## config.mk

```make
export PLATFORM = sky130hd
export DESIGN_NAME = serial_addsub_flat
export DESIGN_NICKNAME = d
export VERILOG_FILES = /design/src/rtl/alu_pkg.sv /design/src/rtl/serial_addsub_if.sv /design/src/rtl/full_adder.sv /design/src/rtl/serial_addsub.sv /design/src/flat_wrapper.sv
export SDC_FILE = /design/constraint.sdc
export NUM_CORES = 1
export LEC_CHECK = 0
export ABC_AREA = 1
export BUFFER_PORTS_ARGS = -buffer_cell sky130_fd_sc_hd__buf_2
export CORE_AREA = 3 3 88 90
export DETAILED_ROUTE_END_ITERATION = 8
export DIE_AREA = 0 0 91 93
export HOLD_SLACK_MARGIN = 0.1
export MAX_ROUTING_LAYER = met4
export PLACE_DENSITY = 0.65
export REMOVE_ABC_BUFFERS = 1
export SYNTH_ARGS = -nofsm -noshare
export SYNTH_HDL_FRONTEND = slang
export SYNTH_SLANG_ARGS = --single-unit
```

## constraint.sdc

```tcl
create_clock -name clk -period 3.5 [get_ports clk]
set_input_delay 1.05 -clock clk [delete_from_list [all_inputs] [get_ports clk]]
set_output_delay 1.05 -clock clk [all_outputs]
set_load 0.02 [all_outputs]
```

## src/rtl/alu_pkg.sv

```systemverilog
// ---------------------------------------------------------------------------
// alu_pkg
// Shared types for the bit-serial arithmetic unit.
//   op_t           : operation code carried on the request bus
//   addsub_state_t : control FSM states of serial_addsub
// ---------------------------------------------------------------------------
package alu_pkg;

    typedef enum logic [1:0] {
        OP_ADD  = 2'b00,
        OP_SUB  = 2'b01,
        OP_NEG  = 2'b10,
        OP_PASS = 2'b11
    } op_t;

    typedef enum logic [1:0] {
        S_IDLE = 2'b00,
        S_RUN  = 2'b01,
        S_DONE = 2'b10
    } addsub_state_t;

endpackage

```

## src/rtl/serial_addsub_if.sv

```systemverilog
// ---------------------------------------------------------------------------
// serial_addsub_if
// Request/response bundle between a controller and serial_addsub.
//   start, op, a, b          : request side, driven by the master
//   ready, busy, done        : handshake status, driven by the unit
//   y, cout, ovf             : registered result and flags
// ---------------------------------------------------------------------------
interface serial_addsub_if
    import alu_pkg::*;
#(
    parameter int WIDTH = 16
) ();

    logic             start;
    op_t              op;
    logic [WIDTH-1:0] a;
    logic [WIDTH-1:0] b;
    logic             ready;
    logic             busy;
    logic             done;
    logic [WIDTH-1:0] y;
    logic             cout;
    logic             ovf;

    modport master (
        output start, op, a, b,
        input  ready, busy, done, y, cout, ovf
    );

    modport slave (
        input  start, op, a, b,
        output ready, busy, done, y, cout, ovf
    );

endinterface

```

## src/rtl/full_adder.sv

```systemverilog
// ---------------------------------------------------------------------------
// full_adder
// One-bit full adder cell used as the bit-slice of serial_addsub.
//   i_a, i_b : operand bits
//   i_cin    : carry in
//   o_sum    : sum bit
//   o_cout   : carry out
// ---------------------------------------------------------------------------
module full_adder (
    input  logic i_a,
    input  logic i_b,
    input  logic i_cin,
    output logic o_sum,
    output logic o_cout
);

    assign o_sum  = i_a ^ i_b ^ i_cin;
    assign o_cout = (i_a & i_b) | (i_cin & (i_a ^ i_b));

endmodule

```

## src/rtl/serial_addsub.sv

```systemverilog
// ---------------------------------------------------------------------------
// serial_addsub
// Bit-serial two's-complement add / subtract / negate / pass unit. One bit is
// processed per clock, LSB first, through a single full_adder and a carry
// flop. A result is presented WIDTH+1 cycles after the accepting edge and is
// held, with its flags, until the next operation completes.
//   clk     : system clock, rising edge
//   reset_n : asynchronous active-low reset
//   bus     : serial_addsub_if slave (start/op/a/b in, ready/busy/done and
//             y/cout/ovf out)
// ---------------------------------------------------------------------------
module serial_addsub
    import alu_pkg::*;
#(
    parameter int WIDTH = 16
) (
    input  logic            clk,
    input  logic            reset_n,
    serial_addsub_if.slave  bus
);

    localparam int             CNT_W    = $clog2(WIDTH);
    localparam logic [CNT_W-1:0] LAST_BIT = CNT_W'(WIDTH - 1);

    addsub_state_t    r_state;
    addsub_state_t    w_nextState;

    // r_x doubles as the result shift register: each consumed X bit leaves
    // the LSB while the new sum bit enters the MSB.
    logic [WIDTH-1:0] r_x;
    logic [WIDTH-1:0] r_y;
    logic             r_carry;
    logic [CNT_W-1:0] r_cnt;

    logic [WIDTH-1:0] r_yOut;
    logic             r_cout;
    logic             r_ovf;

    logic [WIDTH-1:0] w_xLoad;
    logic [WIDTH-1:0] w_yLoad;
    logic             w_cinLoad;
    logic             w_sum;
    logic             w_carry;
    logic             w_lastBit;
    logic             w_ready;
    logic             w_busy;
    logic             w_done;

    full_adder u_bitSlice (
        .i_a    (r_x[0]),
        .i_b    (r_y[0]),
        .i_cin  (r_carry),
        .o_sum  (w_sum),
        .o_cout (w_carry)
    );

    assign w_lastBit = (r_cnt == LAST_BIT);

    // Subtraction and negation are folded into addition: invert the second
    // operand and inject a carry-in of one.
    always_comb begin
        w_xLoad   = bus.a;
        w_yLoad   = bus.b;
        w_cinLoad = 1'b0;
        case (bus.op)
            OP_ADD: begin
                w_xLoad   = bus.a;
                w_yLoad   = bus.b;
                w_cinLoad = 1'b0;
            end
            OP_SUB: begin
                w_xLoad   = bus.a;
                w_yLoad   = ~bus.b;
                w_cinLoad = 1'b1;
            end
            OP_NEG: begin
                w_xLoad   = '0;
                w_yLoad   = ~bus.a;
                w_cinLoad = 1'b1;
            end
            OP_PASS: begin
                w_xLoad   = bus.a;
                w_yLoad   = '0;
                w_cinLoad = 1'b0;
            end
            default: begin
                w_xLoad   = bus.a;
                w_yLoad   = bus.b;
                w_cinLoad = 1'b0;
            end
        endcase
    end

    always_ff @(posedge clk or negedge reset_n) begin
        if (!reset_n) begin
            r_state <= S_IDLE;
        end else begin
            r_state <= w_nextState;
        end
    end

    always_comb begin
        w_nextState = r_state;
        w_ready     = 1'b0;
        w_busy      = 1'b0;
        w_done      = 1'b0;
        case (r_state)
            S_IDLE: begin
                w_ready = 1'b1;
                if (bus.start) begin
                    w_nextState = S_RUN;
                end
            end
            S_RUN: begin
                w_busy = 1'b1;
                if (w_lastBit) begin
                    w_nextState = S_DONE;
                end
            end
            S_DONE: begin
                w_done      = 1'b1;
                w_nextState = S_IDLE;
            end
            default: begin
                w_nextState = S_IDLE;
            end
        endcase
    end

    // On the last bit the carry flop still holds the carry into the MSB, so
    // overflow is formed directly against the MSB carry-out on that edge.
    always_ff @(posedge clk or negedge reset_n) begin
        if (!reset_n) begin
            r_x     <= '0;
            r_y     <= '0;
            r_carry <= 1'b0;
            r_cnt   <= '0;
            r_yOut  <= '0;
            r_cout  <= 1'b0;
            r_ovf   <= 1'b0;
        end else begin
            case (r_state)
                S_IDLE: begin
                    if (bus.start) begin
                        r_x     <= w_xLoad;
                        r_y     <= w_yLoad;
                        r_carry <= w_cinLoad;
                        r_cnt   <= '0;
                    end
                end
                S_RUN: begin
                    r_x     <= {w_sum, r_x[WIDTH-1:1]};
                    r_y     <= {1'b0, r_y[WIDTH-1:1]};
                    r_carry <= w_carry;
                    r_cnt   <= r_cnt + CNT_W'(1);
                    if (w_lastBit) begin
                        r_yOut <= {w_sum, r_x[WIDTH-1:1]};
                        r_cout <= w_carry;
                        r_ovf  <= r_carry ^ w_carry;
                    end
                end
                default: begin
                end
            endcase
        end
    end

    assign bus.ready = w_ready;
    assign bus.busy  = w_busy;
    assign bus.done  = w_done;
    assign bus.y     = r_yOut;
    assign bus.cout  = r_cout;
    assign bus.ovf   = r_ovf;

endmodule
```

## src/flat_wrapper.sv

```systemverilog
// flat-port wrapper written by rule: the top's interface ports become plain ports
module serial_addsub_flat import alu_pkg::*;
#(
    parameter int WIDTH = 16
)
  (clk, reset_n, bus_start, bus_op, bus_a, bus_b, bus_ready, bus_busy, bus_done, bus_y, bus_cout, bus_ovf);
  serial_addsub_if #(.WIDTH(WIDTH)) bus_i ();
  input  logic clk;
  input  logic reset_n;
  input wire logic [$bits(bus_i.start)-1:0] bus_start;
  input wire logic [$bits(bus_i.op)-1:0] bus_op;
  input wire logic [$bits(bus_i.a)-1:0] bus_a;
  input wire logic [$bits(bus_i.b)-1:0] bus_b;
  output wire logic [$bits(bus_i.ready)-1:0] bus_ready;
  output wire logic [$bits(bus_i.busy)-1:0] bus_busy;
  output wire logic [$bits(bus_i.done)-1:0] bus_done;
  output wire logic [$bits(bus_i.y)-1:0] bus_y;
  output wire logic [$bits(bus_i.cout)-1:0] bus_cout;
  output wire logic [$bits(bus_i.ovf)-1:0] bus_ovf;
  assign bus_i.start = bus_start;
  assign bus_i.op = bus_op;
  assign bus_i.a = bus_a;
  assign bus_i.b = bus_b;
  assign bus_ready = bus_i.ready;
  assign bus_busy = bus_i.busy;
  assign bus_done = bus_i.done;
  assign bus_y = bus_i.y;
  assign bus_cout = bus_i.cout;
  assign bus_ovf = bus_i.ovf;
  serial_addsub #(.WIDTH(WIDTH)) u_core (.clk(clk), .reset_n(reset_n), .bus(bus_i));
endmodule
```

==> results.py <==
metrics = {
    "floorplan": {
        "num_rows": 31,
        "start_util_pct": 44.1,
        "dieArea_um2": 8460,
        "fp.coreArea_um2": 7140,
        "ios": 58,
        "die_y_um": 93,
        "fp.dieW_um": 91,
    },
    "power": {
        "power.leakage_nw": 2.11,
        "ir_worst_vdd_mv": 0.240,
        "p_per_area_nw_per_um2": 785,
    },
    "synth": {
        "synth.distinct_cells": 23,
        "synth_edf_count": 0,
        "yosys_warnings": 0,
        "synthArstFlopShare_pct": 100,
        "synth_common_cells": "nand2_1 (163), inv_1 (60), nor2_1 (59)",
        "synth_most_common_cell": "nand2_1",
        "synth_ff_type": "dfrtp_1",
        "yosysSeqAreaShare_pct": 45.3,
        "postSynthCellCount": 454,
        "synth.top_cells.by_area": "dfrtp_1 (45%), nand2_1 (19%), inv_1 (7.2%)",
        "yosys.area.top_type": "dfrtp_1",
        "synth.avg_cell_area_um2": 6.93,
        "synth_seq_cells": 57,
        "synth_top_cell_area_share_pct": 45.3,
        "synth.cell_area_um2": 3150,
    },
    "placed_design": {
        "portBuffers": 57,
        "hpwl_mm": 5.06,
        "gp_congestion": 0.757,
        "dpl_worst_slack_ps": 951,
    },
    "timing": {
        "tns_ps": 0,
        "finalClockSkew_ps": 5.54,
        "relSlewSlack_pct": 36.4,
        "hold_viol_final": 0,
        "rsz0062_at_grt": "no",
        "fmax_ghz": 0.408,
        "finalCritPeriodShare_pct": 70.1,
        "setup_viol": 0,
        "slew_violations": 0,
        "layout_setup_ws_ps": 1050,
        "tightest_slew_ps": 954,
        "period_minus_slack_ps": 2450,
    },
    "clock_tree": {
        "clkSlewWorstSetupHoldPaths_ps": 60,
        "holdBufCountCts": 0,
        "clock-sinks": 57,
        "cts_resized": 0,
        "clk_latency_ps": 340,
        "clk_path_buf_depth": 2,
        "root_buffer": "clkbuf_8",
        "cts_buffers": 9,
        "post_cts_buffers": 0,
        "cts_tree": "built",
        "cts_max_level": 3,
    },
    "grt": {
        "grt_max_degree": 45,
        "antenna_found_initial": 0,
        "grt_pass1_wl_mm": 12.6,
        "grt_pass1_vias": 2694,
        "track_usage_pct": 19.3,
        "grt_overflow_total": 0,
    },
    "layout": {
        "fin_nets": 548,
        "area_growth_pct": 17.5,
        "drive_above_1_share_pct": 15.9,
        "diodes": 0,
    },
    "setup_path": {
        "critPathMaxFanout": 22,
        "start_kind": "flip-flop",
        "crit_start": "u_core.r_state[0]",
        "endpoint_kind": "primary output",
        "worstPathArrival_ps": 1400,
        "crit_required_ps": 2450,
        "worstReg2RegStart": "u_core.r_state[0]",
        "worst-setup-path-type": "reg2out",
    },
    "worst_hold_path": {
        "hold_start": "u_core.r_y[8]",
        "hp-class": "reg2reg",
    },
    "detailed_routing": {
        "drtIter0Drc": 124,
        "ant_nets": 0,
        "firstDrtPassIters": 4,
        "vias_per_cell": 4.73,
        "drc": 0,
        "dr_total_vias": 2874,
        "totalWireLength_mm": 7.44,
        "wl_per_cell_um": 12.3,
    },
    "run": {
        "maxCapViolCount": 0,
    },
    "run_status": {
        "status": "finished, final reports clean",
    },
}
==> metal layers <==
| layer | routed length, µm | GRT usage (%) |
|---|---|---|
| met1 | 3640 | 26.0 |
| met4 | 161 | 9.17 |
| met2 | 3390 | 28.6 |
| met5 | 0 | - |
| met3 | 253 | 3.06 |
==> metrics by stage <==
stage / util (%) / hold slack, ps / total power (W) / instances / area [µm²]
3_5_place_dp: 48.8 / 471 / 0.00224 / 593 / 3480
6_report: 51.8 / 480 / 0.00290 / 607 / 3700
3_3_place_gp: 48.8 / 467 / 0.00220 / 593 / 3480
2_1_floorplan: - / 449 / 0.00187 / 433 / 3040
5_1_grt: 51.8 / 519 / 0.00315 / 607 / 3700
4_1_cts: 51.8 / 484 / 0.00293 / 607 / 3700
==> where the power goes <==
part | leakage (nW) | internal, W | switching, W
Combinational | 1.29 | 0.000374 | 0.000704
Clock | 0.111 | 0.000430 | 0.000256
Sequential | 0.709 | 0.000950 | 0.000187
==> cell families after synthesis <==
| group | after synthesis | synth area share (%) |
|---|---|---|
| simple gates | 262 | 33.6 |
| buf+inv | 83 | 10.8 |
| flops | 57 | 45.3 |
| compound gates | 44 | 7.12 |
| fa+ha+maj | 6 | 2.62 |
| xor+xnor | 2 | 0.557 |
==> flip-flops by register name (all words and copies together) (netlist names) <==
name	cells
u_core.bus.cout	1
u_core.r_y	16
u_core.bus.y	16
u_core.r_cnt	4
u_core.r_state	2
u_core.bus.ovf	1
u_core.r_carry	1
u_core.r_x	16
==> cell usage in the layout, fill, tap and decap left out, types with 2 or more instances in the layout <==
cell	count
a21oi_1	16
inv_1	60
nand2_1	163
clkbuf_8	11
bufinv_16	2
buf_4	4
nand3_1	35
buf_2	57
o21ai_0	27
dfrtp_1	57
nor2_1	59
ha_1	5
nand2_2	2
==> path summary, 6_finish.rpt <==
kind | cells after the start | to | slack, ps
setup / recovery | 4 | bus_busy | 1050
hold / removal | 2 | u_core.r_y[8] | 480
max in group asynchronous | 2 | u_core.r_x[3] | 2190
min in group asynchronous | 1 | u_core.bus.y[12] | 640
hold reg to reg | 2 | u_core.r_y[8] | 480
setup reg to reg | 4 | u_core.r_x[15] | 1620
==> cell type report <==
class | instances | area [µm²]
sequential | 57 | 1430
timing repair buffer | 61 | 315
clock buffer | 11 | 151
multi-input combinational | 314 | 1380
clock inverter | 3 | 65.1
fill | 780 | 3440
tap | 99 | 124
inverter | 62 | 233
==> worst max-delay path, cell delays in order (launching register included) <==
cell and delay (ps):
dfrtp_1 430, inv_1 60, nor2_1 80, buf_4 270, buf_2 220
Note: power is estimated with default switching activity, not from simulation.
